File: src/rtl/trng_ctrl_if.sv
// rtl/trng_ctrl_if.sv - word output handshake between trng_ctrl and its consumer
interface trng_ctrl_if #(
   parameter int WIDTH = 8
);
   logic [WIDTH-1:0] data_out;
   logic             data_valid;
   logic             data_ready;

   modport master (output data_out, output data_valid, input data_ready);
   modport slave  (input data_out, input data_valid, output data_ready);
endinterface

File: src/rtl/trng_ctrl.sv
// rtl/trng_ctrl.sv - ring-oscillator TRNG sequencer: sync, divided sampling,
// von Neumann debiasing, repetition-count health test and word packing
module trng_ctrl #(
   parameter int WIDTH      = 8,
   parameter int SAMPLE_DIV = 16,
   parameter int RCT_LIMIT  = 32
) (
   input  logic        clk,
   input  logic        rst,
   input  logic        en,
   input  logic        rnd_raw,
   output logic        ro_en,
   output logic        health_fail,
   trng_ctrl_if.master dout
);
   localparam int DIV_W = $clog2(SAMPLE_DIV);
   localparam int BIT_W = $clog2(WIDTH);
   localparam int REP_W = $clog2(RCT_LIMIT + 1);

   typedef enum logic [2:0] {
      IDLE,
      WARMUP,
      COLLECT,
      HOLD,
      FAIL
   } state_t;

   state_t             state;
   state_t             state_nxt;
   logic               sync_q1;
   logic               s_bit;
   logic [1:0]         warm_cnt;
   logic [DIV_W-1:0]   div_cnt;
   logic               sample_stb;
   logic               phase;
   logic               first;
   logic [BIT_W-1:0]   bit_cnt;
   logic               pair_ok;
   logic               word_done;
   logic               prev_bit;
   logic [REP_W-1:0]   rep_cnt;
   logic [REP_W-1:0]   rep_nxt;
   logic               rct_trip;

   always_ff @(posedge clk or posedge rst) begin
      if (rst) begin
         sync_q1 <= 1'b0;
         s_bit   <= 1'b0;
      end else begin
         sync_q1 <= rnd_raw;
         s_bit   <= sync_q1;
      end
   end

   always_comb begin
      sample_stb = (state == COLLECT) && (div_cnt == DIV_W'(SAMPLE_DIV - 1));
      pair_ok    = sample_stb && phase && (first != s_bit);
      word_done  = pair_ok && (bit_cnt == BIT_W'(WIDTH - 1));
      // an all-zero history counts as a previous 0, so the first sample starts a run of 1
      if (s_bit != prev_bit) begin
         rep_nxt = REP_W'(1);
      end else if (rep_cnt == REP_W'(RCT_LIMIT)) begin
         rep_nxt = rep_cnt;
      end else begin
         rep_nxt = rep_cnt + REP_W'(1);
      end
      rct_trip = sample_stb && (rep_nxt == REP_W'(RCT_LIMIT));
   end

   always_ff @(posedge clk or posedge rst) begin
      if (rst) begin
         state <= IDLE;
      end else begin
         state <= state_nxt;
      end
   end

   always_comb begin
      state_nxt       = state;
      ro_en           = 1'b0;
      dout.data_valid = 1'b0;
      health_fail     = 1'b0;
      case (state)
         IDLE: begin
            if (en) state_nxt = WARMUP;
         end
         WARMUP: begin
            ro_en = 1'b1;
            if (!en) begin
               state_nxt = IDLE;
            end else if (warm_cnt == 2'd3) begin
               state_nxt = COLLECT;
            end
         end
         COLLECT: begin
            ro_en = 1'b1;
            // a tripped health test wins over a word finishing on the same sample
            if (rct_trip) begin
               state_nxt = FAIL;
            end else if (!en) begin
               state_nxt = IDLE;
            end else if (word_done) begin
               state_nxt = HOLD;
            end
         end
         HOLD: begin
            ro_en           = 1'b1;
            dout.data_valid = 1'b1;
            if (!en) begin
               state_nxt = IDLE;
            end else if (dout.data_ready) begin
               state_nxt = COLLECT;
            end
         end
         FAIL: begin
            health_fail = 1'b1;
         end
         default: begin
            state_nxt = IDLE;
         end
      endcase
   end

   always_ff @(posedge clk or posedge rst) begin
      if (rst) begin
         warm_cnt      <= 2'd0;
         div_cnt       <= '0;
         phase         <= 1'b0;
         first         <= 1'b0;
         bit_cnt       <= '0;
         prev_bit      <= 1'b0;
         rep_cnt       <= '0;
         dout.data_out <= '0;
      end else begin
         warm_cnt <= (state == WARMUP) ? warm_cnt + 2'd1 : 2'd0;

         // divider, pair phase and bit count restart on every entry to COLLECT
         if (state != COLLECT) begin
            div_cnt <= '0;
            phase   <= 1'b0;
            bit_cnt <= '0;
         end else begin
            div_cnt <= sample_stb ? '0 : div_cnt + DIV_W'(1);
            if (sample_stb) begin
               phase <= ~phase;
               if (!phase) first <= s_bit;
               if (pair_ok) begin
                  bit_cnt       <= bit_cnt + BIT_W'(1);
                  dout.data_out <= {dout.data_out[WIDTH-2:0], first};
               end
            end
         end

         // run history survives HOLD so a stuck source cannot hide behind slow consumers
         if (state == IDLE) begin
            prev_bit <= 1'b0;
            rep_cnt  <= '0;
         end else if (sample_stb) begin
            prev_bit <= s_bit;
            rep_cnt  <= rep_nxt;
         end
      end
   end
endmodule
File: src/flat_wrapper.sv
// flat-port wrapper written by rule: the top's interface ports become plain ports
module trng_ctrl_flat 
#(
   parameter int WIDTH      = 8,
   parameter int SAMPLE_DIV = 16,
   parameter int RCT_LIMIT  = 32
)
  (clk, rst, en, rnd_raw, ro_en, health_fail, dout_data_out, dout_data_valid, dout_data_ready);
  trng_ctrl_if #(.WIDTH(WIDTH)) dout_i ();
  input  logic clk;
  input  logic rst;
  input  logic en;
  input  logic rnd_raw;
  output logic ro_en;
  output logic health_fail;
  output wire logic [$bits(dout_i.data_out)-1:0] dout_data_out;
  output wire logic [$bits(dout_i.data_valid)-1:0] dout_data_valid;
  input wire logic [$bits(dout_i.data_ready)-1:0] dout_data_ready;
  assign dout_data_out = dout_i.data_out;
  assign dout_data_valid = dout_i.data_valid;
  assign dout_i.data_ready = dout_data_ready;
  trng_ctrl #(.WIDTH(WIDTH), .SAMPLE_DIV(SAMPLE_DIV), .RCT_LIMIT(RCT_LIMIT)) u_core (.clk(clk), .rst(rst), .en(en), .rnd_raw(rnd_raw), .ro_en(ro_en), .health_fail(health_fail), .dout(dout_i));
endmodule
File: config.mk
export PLATFORM = sky130hd
export DESIGN_NAME = trng_ctrl_flat
export DESIGN_NICKNAME = d
export VERILOG_FILES = /design/src/rtl/trng_ctrl_if.sv /design/src/rtl/trng_ctrl.sv /design/src/flat_wrapper.sv
export SDC_FILE = /design/constraint.sdc
export NUM_CORES = 1
export LEC_CHECK = 0
export ABC_CLOCK_PERIOD_IN_PS = 2700
export CAP_MARGIN = 20
export CORE_MARGIN = 2
export CORE_UTILIZATION = 57
export CTS_BUF_LIST = sky130_fd_sc_hd__clkbuf_8
export DETAILED_ROUTE_END_ITERATION = 6
export PLACE_DENSITY = 0.81
export SYNTH_ARGS = -nofsm -noshare
export SYNTH_HDL_FRONTEND = slang
export SYNTH_SLANG_ARGS = --single-unit
File: constraint.sdc
create_clock -name clk -period 2.7 [get_ports clk]
set_clock_uncertainty 0.2 [all_clocks]
set_input_delay 0.675 -clock clk [delete_from_list [all_inputs] [get_ports clk]]
set_output_delay 0.675 -clock clk [all_outputs]
set_load 0.01 [all_outputs]
==> results of run 1 <==
## logic make-up (layout without fill, tap and decap cells)
kind of cell	Yosys count	in the layout	share of synthesized area [%]
and+or+nand+nor	45	45	17.2
DFF	31	31	49.4
AOI/OAI and AO/OA	29	29	12.7
buffers and inverters	15	34	4.38
muxes	10	10	7.17
xor gates and xnor gates	8	8	4.46
adders and majority gates	6	6	4.78
## power by group
| group | internal [mW] | switching (mW) |
|---|---|---|
| logic | 0.128 | 0.114 |
| registers | 0.498 | 0.0472 |
| clock network | 0.298 | 0.173 |
| total | 0.925 | 0.335 |
## worst register-to-register path: stages (launching register included)
cell	delay [ns]
dfrtp_1	0.45
inv_1	0.12
ha_1	0.25
and2_1	0.23
o31a_1	0.29
o41ai_2	0.36
mux2_1	0.35
## area by class of cell
cell class              instances  area share, %
well taps                      31           2.08
clock inverters                 2           1.88
inverters                       8           1.61
multi-input cells              98           39.0
clock buffers                   6           4.44
flip-flops and latches         31           41.7
repair buffers                 18           9.27
## routing by layer
| layer | wire length (um) | up-vias |
|---|---|---|
| met3 | 79 | 10 |
| met1 | 1260 | 555 |
| met5 | 0 | - |
| li1 | - | 551 |
| met2 | 1480 | 22 |
| met4 | 77 | 0 |
## how the worst max path moves through the flow
stage | endpoint | slack [ns] | cells past startpoint | startpoint
2_1_floorplan | u_core.state[0]$_DFFE_PP0P_ | 0.48 | 7 | u_core.rep_cnt[0]$_DFFE_PP0P_
3_3_place_gp | u_core.state[0]$_DFFE_PP0P_ | 0.42 | 6 | u_core.rep_cnt[0]$_DFFE_PP0P_
3_5_place_dp | u_core.state[0]$_DFFE_PP0P_ | 0.34 | 6 | u_core.rep_cnt[0]$_DFFE_PP0P_
4_1_cts | dout_data_valid | 0.13 | 3 | u_core.state[1]$_DFFE_PP0P_
5_1_grt | dout_data_valid | 0.06 | 3 | u_core.state[1]$_DFFE_PP0P_
6_report | dout_data_valid | 0.15 | 3 | u_core.state[1]$_DFFE_PP0P_
## layout by cell type (no fill, tap or decap), drive strengths merged, types with 3 or more instances in the layout
cell and instances:
buf 3, xor2 3, and3 3, ha 6
o21ai 9, mux2 10, xnor2 5, dfrtp 31
a21oi 5, clkdlybuf4s50 15, nand3 8, nor2 10
nor3 3, nor3b 3, clkbuf 6, inv 8
nand2 3, and2 4
## per-stage QoR
step	instance area, um2	utilization [%]
after detailed placement	1740	64.9
after CTS	1860	69.3
after floorplan	1570	-
after global routing	1860	69.3
final	1860	69.3
after global placement	1740	64.9
## state kept, by name, summed over array words and instances, names as in the netlist
signal	flops
u_core.dout.data_out	8
u_core.rep_cnt	6
u_core.div_cnt	4
u_core.bit_cnt	3
u_core.state	3
u_core.warm_cnt	2
u_core.first	1
u_core.phase	1
u_core.prev_bit	1
u_core.s_bit	1
u_core.sync_q1	1
==> results_dict.tcl, run 1 <==
set metrics [dict create \
    status "completed" \
    yosys.cell_types.count 44 \
    synth-seq-area-share_pct 49.4 \
    postLayoutSetupSlackWorst_ns 0.148 \
    tightest_slew_ns 0.454 \
    routabilityCongestion 0.908 \
    synth_most_common_cell "dfrtp_1" \
    drtIter0Drc 23 \
    netlist_instances 144 \
    grt_pass1_vias 1199 \
    clkSinkCount 31 \
    layout_min_cycle_time_ns 2.55 \
    finalSetupViolCount 0 \
    path_buf_inv 2 \
    dp_cells 186 \
    hp-class "reg -> reg" \
    rrSetupSlack_ns 0.34 \
    syn_nets 155 \
    synth_area_per_cell_um2 10.9 \
    cellPowerDensity_nw_per_um2 676 \
    grtUsageMet1_pct 23.7 \
    start_util_pct 58.5 \
    gr-usage-met3_pct 5.07 \
    grtUsageMet2_pct 35.5 \
    die_area_um2 3190 \
    rr_startpoint "u_core.rep_cnt[0]$_DFFE_PP0P_" \
    layout.cells.non_filler 194 \
    grt_pass1_wl_um 5130 \
    startpoint_type "flop" \
    wl_per_cell_um 14.9 \
    netlist_area_um2 1570 \
    num_rows 19 \
    fin_tns_setup_ns 0 \
    core_area_um2 2690 \
    ys.flop_type "dfrtp_1" \
    clk_latency_ns 0.28 \
    hold_viol 0 \
    cts_buffer_depth 2 \
    drv_cap 0 \
    cts_root_buffer "clkbuf_8" \
    async_flop_share_pct 100 \
    endpoint_kind "output port" \
    drc_errors 0 \
    power.static_leakage_nw 0.855 \
    clk_pin_slew_ns 0.07 \
    vias 1138 \
    drv_slew 0 \
    fillers 220 \
    yosysWarnings 0 \
    dpl_worst_slack_ns 0.343 \
    cts_buffers 5 \
    nNetsFinal 173 \
    synth_edf_count 0 \
    yosysTopAreaCell "dfrtp_1" \
    crit_type "reg -> out" \
    final.period_utilization_pct 94.5 \
    antenna_cells 0 \
    ff2ff_path_depth 6 \
    required_ns 1.82 \
    antenna_left 0 \
    holdPathEnd "u_core.s_bit$_DFF_PP0_" \
    crit_slowest_cell "clkdlybuf4s50_1" \
    cts-htree-levels 2 \
    multiInputGateArea_um2 727 \
    drive_gt1_share_pct 16.0 \
    post_cts_buffers 0 \
    rr_endpoint "u_core.state[0]$_DFFE_PP0P_" \
    power_mw 1.26 \
    hp-start "u_core.sync_q1$_DFF_PP0_" \
    grt.busiest_layer "met2" \
    syn_to_final_growth_pct 18.5 \
    yosysTopAreaCellShare_pct 49.4 \
    slew_headroom_pct 69.6 \
    clock.fmax_ghz 0.392 \
    drt_wl_total_um 2890 \
    die_x_um 56.5 \
    cp_cell_sequence "inv_1, nor3b_1, clkdlybuf4s50_1" \
    synth_area_leaders "dfrtp_1, mux2_2, ha_1" \
    cp_top_family "buffers and inverters" \
    vdd_drop_max_mv 0.648 \
    synth_seq_cells 31 \
    die_h_um 56.5 \
    synth_commonest_cells "dfrtp_1, nor2_1, mux2_2, o21ai_0, inv_1" \
    min_path_cells 0 \
    routed_via_density 5.87 \
    crit_fanout 8 \
    grt_max_degree 32 \
    postCtsResizedCells 0 \
    ctsHoldBuffers 0 \
    ioPinCount 16 \
    slowest_delay_ns 0.56 \
    dpl.hpwl_um 2080 \
    grtUsageTotal_pct 20.9 \
    fin_hold_ws_ns 0.150 \
    antenna_found_initial 0 \
    drt_first_pass_iters 4 \
    cts_tree "done" \
    rsz0062_at_grt "false" \
    worstPathArrival_ns 1.68 \
    ff_latch_area_um2 776 \
    portBuffers 15 \
    grt_overflow 0 \
]
No activity file was read; power rests on OpenSTA's default activity.
==> run 2, diff against run 1 <==
--- a/config.mk
+++ b/config.mk
@@ -8,10 +8,9 @@
 export ABC_CLOCK_PERIOD_IN_PS = 2700
 export CAP_MARGIN = 20
 export CORE_MARGIN = 2
-export CORE_UTILIZATION = 57
-export CTS_BUF_LIST = sky130_fd_sc_hd__clkbuf_8
+export CORE_UTILIZATION = 55
 export DETAILED_ROUTE_END_ITERATION = 6
-export PLACE_DENSITY = 0.81
+export PLACE_DENSITY = 0.79
 export SYNTH_ARGS = -nofsm -noshare
 export SYNTH_HDL_FRONTEND = slang
 export SYNTH_SLANG_ARGS = --single-unit
==> run 2 against run 1 <==
- clock power decreased by 19%
- sequential power about the same
- critical path type unchanged
- largest power group unchanged
- fmax is 1.4% lower
- sequential share of layout area up 0.75 points
- total power fell by 7.1%
- utilization decreased by 2.3 points
==> results_dict.tcl, run 2 (synthesis gave the netlist of run 1 again) <==
set metrics [dict create \
    worstPathArrival_ns 1.71 \
    top_register "u_core.dout.data_out" \
    grt_max_degree 32 \
    vias 1121 \
    finalSetupViolCount 0 \
    fillers 208 \
    core_area_um2 2730 \
    hold_viol 0 \
    p_seq_share_pct 46.7 \
    antenna_left 0 \
    post_cts_buffers 0 \
    crit_slowest_cell "clkdlybuf4s50_1" \
    die_h_um 57.5 \
    slew_headroom_pct 68.4 \
    cts_buffers 5 \
    ioPinCount 16 \
    clock.fmax_ghz 0.386 \
    combPwrFrac_pct 20.7 \
    die_x_um 57.5 \
    grtUsageTotal_pct 19.6 \
    largest_reg_flops 8 \
    ff_latch_area_um2 777 \
    drive_gt1_share_pct 16.6 \
    grt_overflow 0 \
    endpoint_kind "output port" \
    startpoint_type "flop" \
    drt_wl_total_um 2810 \
    multiInputGateArea_um2 727 \
    power.static_leakage_nw 0.841 \
    dpl_worst_slack_ns 0.382 \
    drc_errors 0 \
    portBuffers 15 \
    final.period_utilization_pct 95.8 \
    antenna_cells 0 \
    die_area_um2 3300 \
    path_buf_inv 1 \
    power.internal_uw 844 \
    crit_fanout 11 \
    power_mw 1.17 \
    cellPowerDensity_nw_per_um2 638 \
    vdd_drop_max_mv 0.709 \
    cts_tree "done" \
    reg_top3 "u_core.dout.data_out x8, u_core.rep_cnt x6, u_core.div_cnt x4" \
    routed_via_density 5.78 \
    clk_latency_ns 0.33 \
    crit_type "reg -> out" \
    wl_per_cell_um 14.5 \
    status "completed" \
    start_util_pct 57.5 \
    swShare_pct 27.8 \
    syn_to_final_growth_pct 16.6 \
    rsz0062_at_grt "false" \
    drv_slew 0 \
    slowest_delay_ns 0.53 \
    cp_cell_sequence "nor2_1, and2_1, clkdlybuf4s50_1" \
    drv_cap 0 \
    postLayoutSetupSlackWorst_ns 0.112 \
    switching_power_uw 325 \
    dpl.hpwl_um 1980 \
    pwr-share-clk_pct 32.6 \
    cts_root_buffer "clkbuf_4" \
    cts-htree-levels 2 \
    tightest_slew_ns 0.472 \
    cp_top_family "buffers and inverters" \
    final_common_cell "dfrtp_1" \
    grt_pass1_wl_um 4930 \
    nNetsFinal 173 \
    required_ns 1.82 \
    cts_buffer_depth 2 \
    final_cell_mix "dfrtp_1, clkdlybuf4s50_1, nor2_1" \
    hp-class "reg -> reg" \
    clk_pin_slew_ns 0.10 \
    fin_tns_setup_ns 0 \
    clkSinkCount 31 \
    antenna_found_initial 0 \
    num_rows 19 \
    grt_pass1_vias 1136 \
    routabilityCongestion 0.902 \
    drtIter0Drc 44 \
    drt_first_pass_iters 4 \
    layout_min_cycle_time_ns 2.59 \
]
[run 2: cell count changes in the layout (fill, tap and decap cells not counted)]
cell	delta
clkbuf_8	-5
clkbuf_4	+5
dfrtp_1	-1
dfrtp_2	+1
[run 2: stage by stage]
step	instance area (um2)	utilization [%]	hold WS (ns)	instances
final	1830	67.0	0.172	194
after global routing	1830	67.0	0.176	194
after CTS	1830	67.0	0.169	194
after detailed placement	1740	63.8	0.146	186
after global placement	1740	63.8	0.132	186
after floorplan	1570	-	0.131	144
[run 2: power by group through the flow]
stage | clock, mW | combinational, mW | sequential [mW]
3_5_place_dp | 0 | 0.244 | 0.552
4_1_cts | 0.393 | 0.245 | 0.543
3_3_place_gp | 0 | 0.240 | 0.548
6_report | 0.381 | 0.242 | 0.546
2_1_floorplan | 0 | 0.191 | 0.521
5_1_grt | 0.410 | 0.268 | 0.551
[run 2: cell type report]
class | instances | area share (%)
clock buffer | 6 | 2.80
clock inverter | 2 | 1.91
inverter | 8 | 1.64
multi-input combinational | 98 | 39.7
sequential | 31 | 42.4
tap | 31 | 2.12
timing repair buffer | 18 | 9.43
[run 2: layer usage]
metal  part of all wire (%)  global-route usage, %  up-vias
li1                       -                      -      555
met1                     45                   25.1      542
met2                     49                   31.0       22
met3                    4.7                   5.22        2
met4                   0.75                   8.97        0
met5                      0                      0        -
[run 2: worst paths after layout]
check,startpoint,endpoint,slack [ns],cells past startpoint
worst min-delay path,u_core.sync_q1$_DFF_PP0_,u_core.s_bit$_DFF_PP0_,0.17,0
worst max register to register,u_core.state[2]$_DFFE_PP0P_,u_core.dout.data_out[3]$_DFFE_PP0P_,0.37,4
worst max-delay path,u_core.state[0]$_DFFE_PP0P_,health_fail,0.11,3
worst min register to register,u_core.sync_q1$_DFF_PP0_,u_core.s_bit$_DFF_PP0_,0.17,0
min in group asynchronous,rst,u_core.first$_DFFE_PP0P_,0.52,3
max in group asynchronous,rst,u_core.state[1]$_DFFE_PP0P_,1.48,3
[run 2: worst register-to-register path, cell delays in order, from the launching register on]
cell     delay [ns]
dfrtp_1        0.49
nor3b_2        0.48
and2_0         0.37
nand3_2        0.32
mux2_2         0.36
[run 2: repair_timing]
action | in CTS | in global routing
resized for setup | 0 | 1
hold buffers | 0 | 0
endpoints found under the setup margin | 0 | 1
==> run 3, diff against run 2 <==
--- a/config.mk
+++ b/config.mk
@@ -9,6 +9,7 @@
 export CAP_MARGIN = 20
 export CORE_MARGIN = 2
 export CORE_UTILIZATION = 55
+export CTS_CLUSTER_DIAMETER = 30
 export DETAILED_ROUTE_END_ITERATION = 6
 export PLACE_DENSITY = 0.79
 export SYNTH_ARGS = -nofsm -noshare
==> results of run 3 <==
No change in the layout: final DEF, timing and power equal those of run 2.
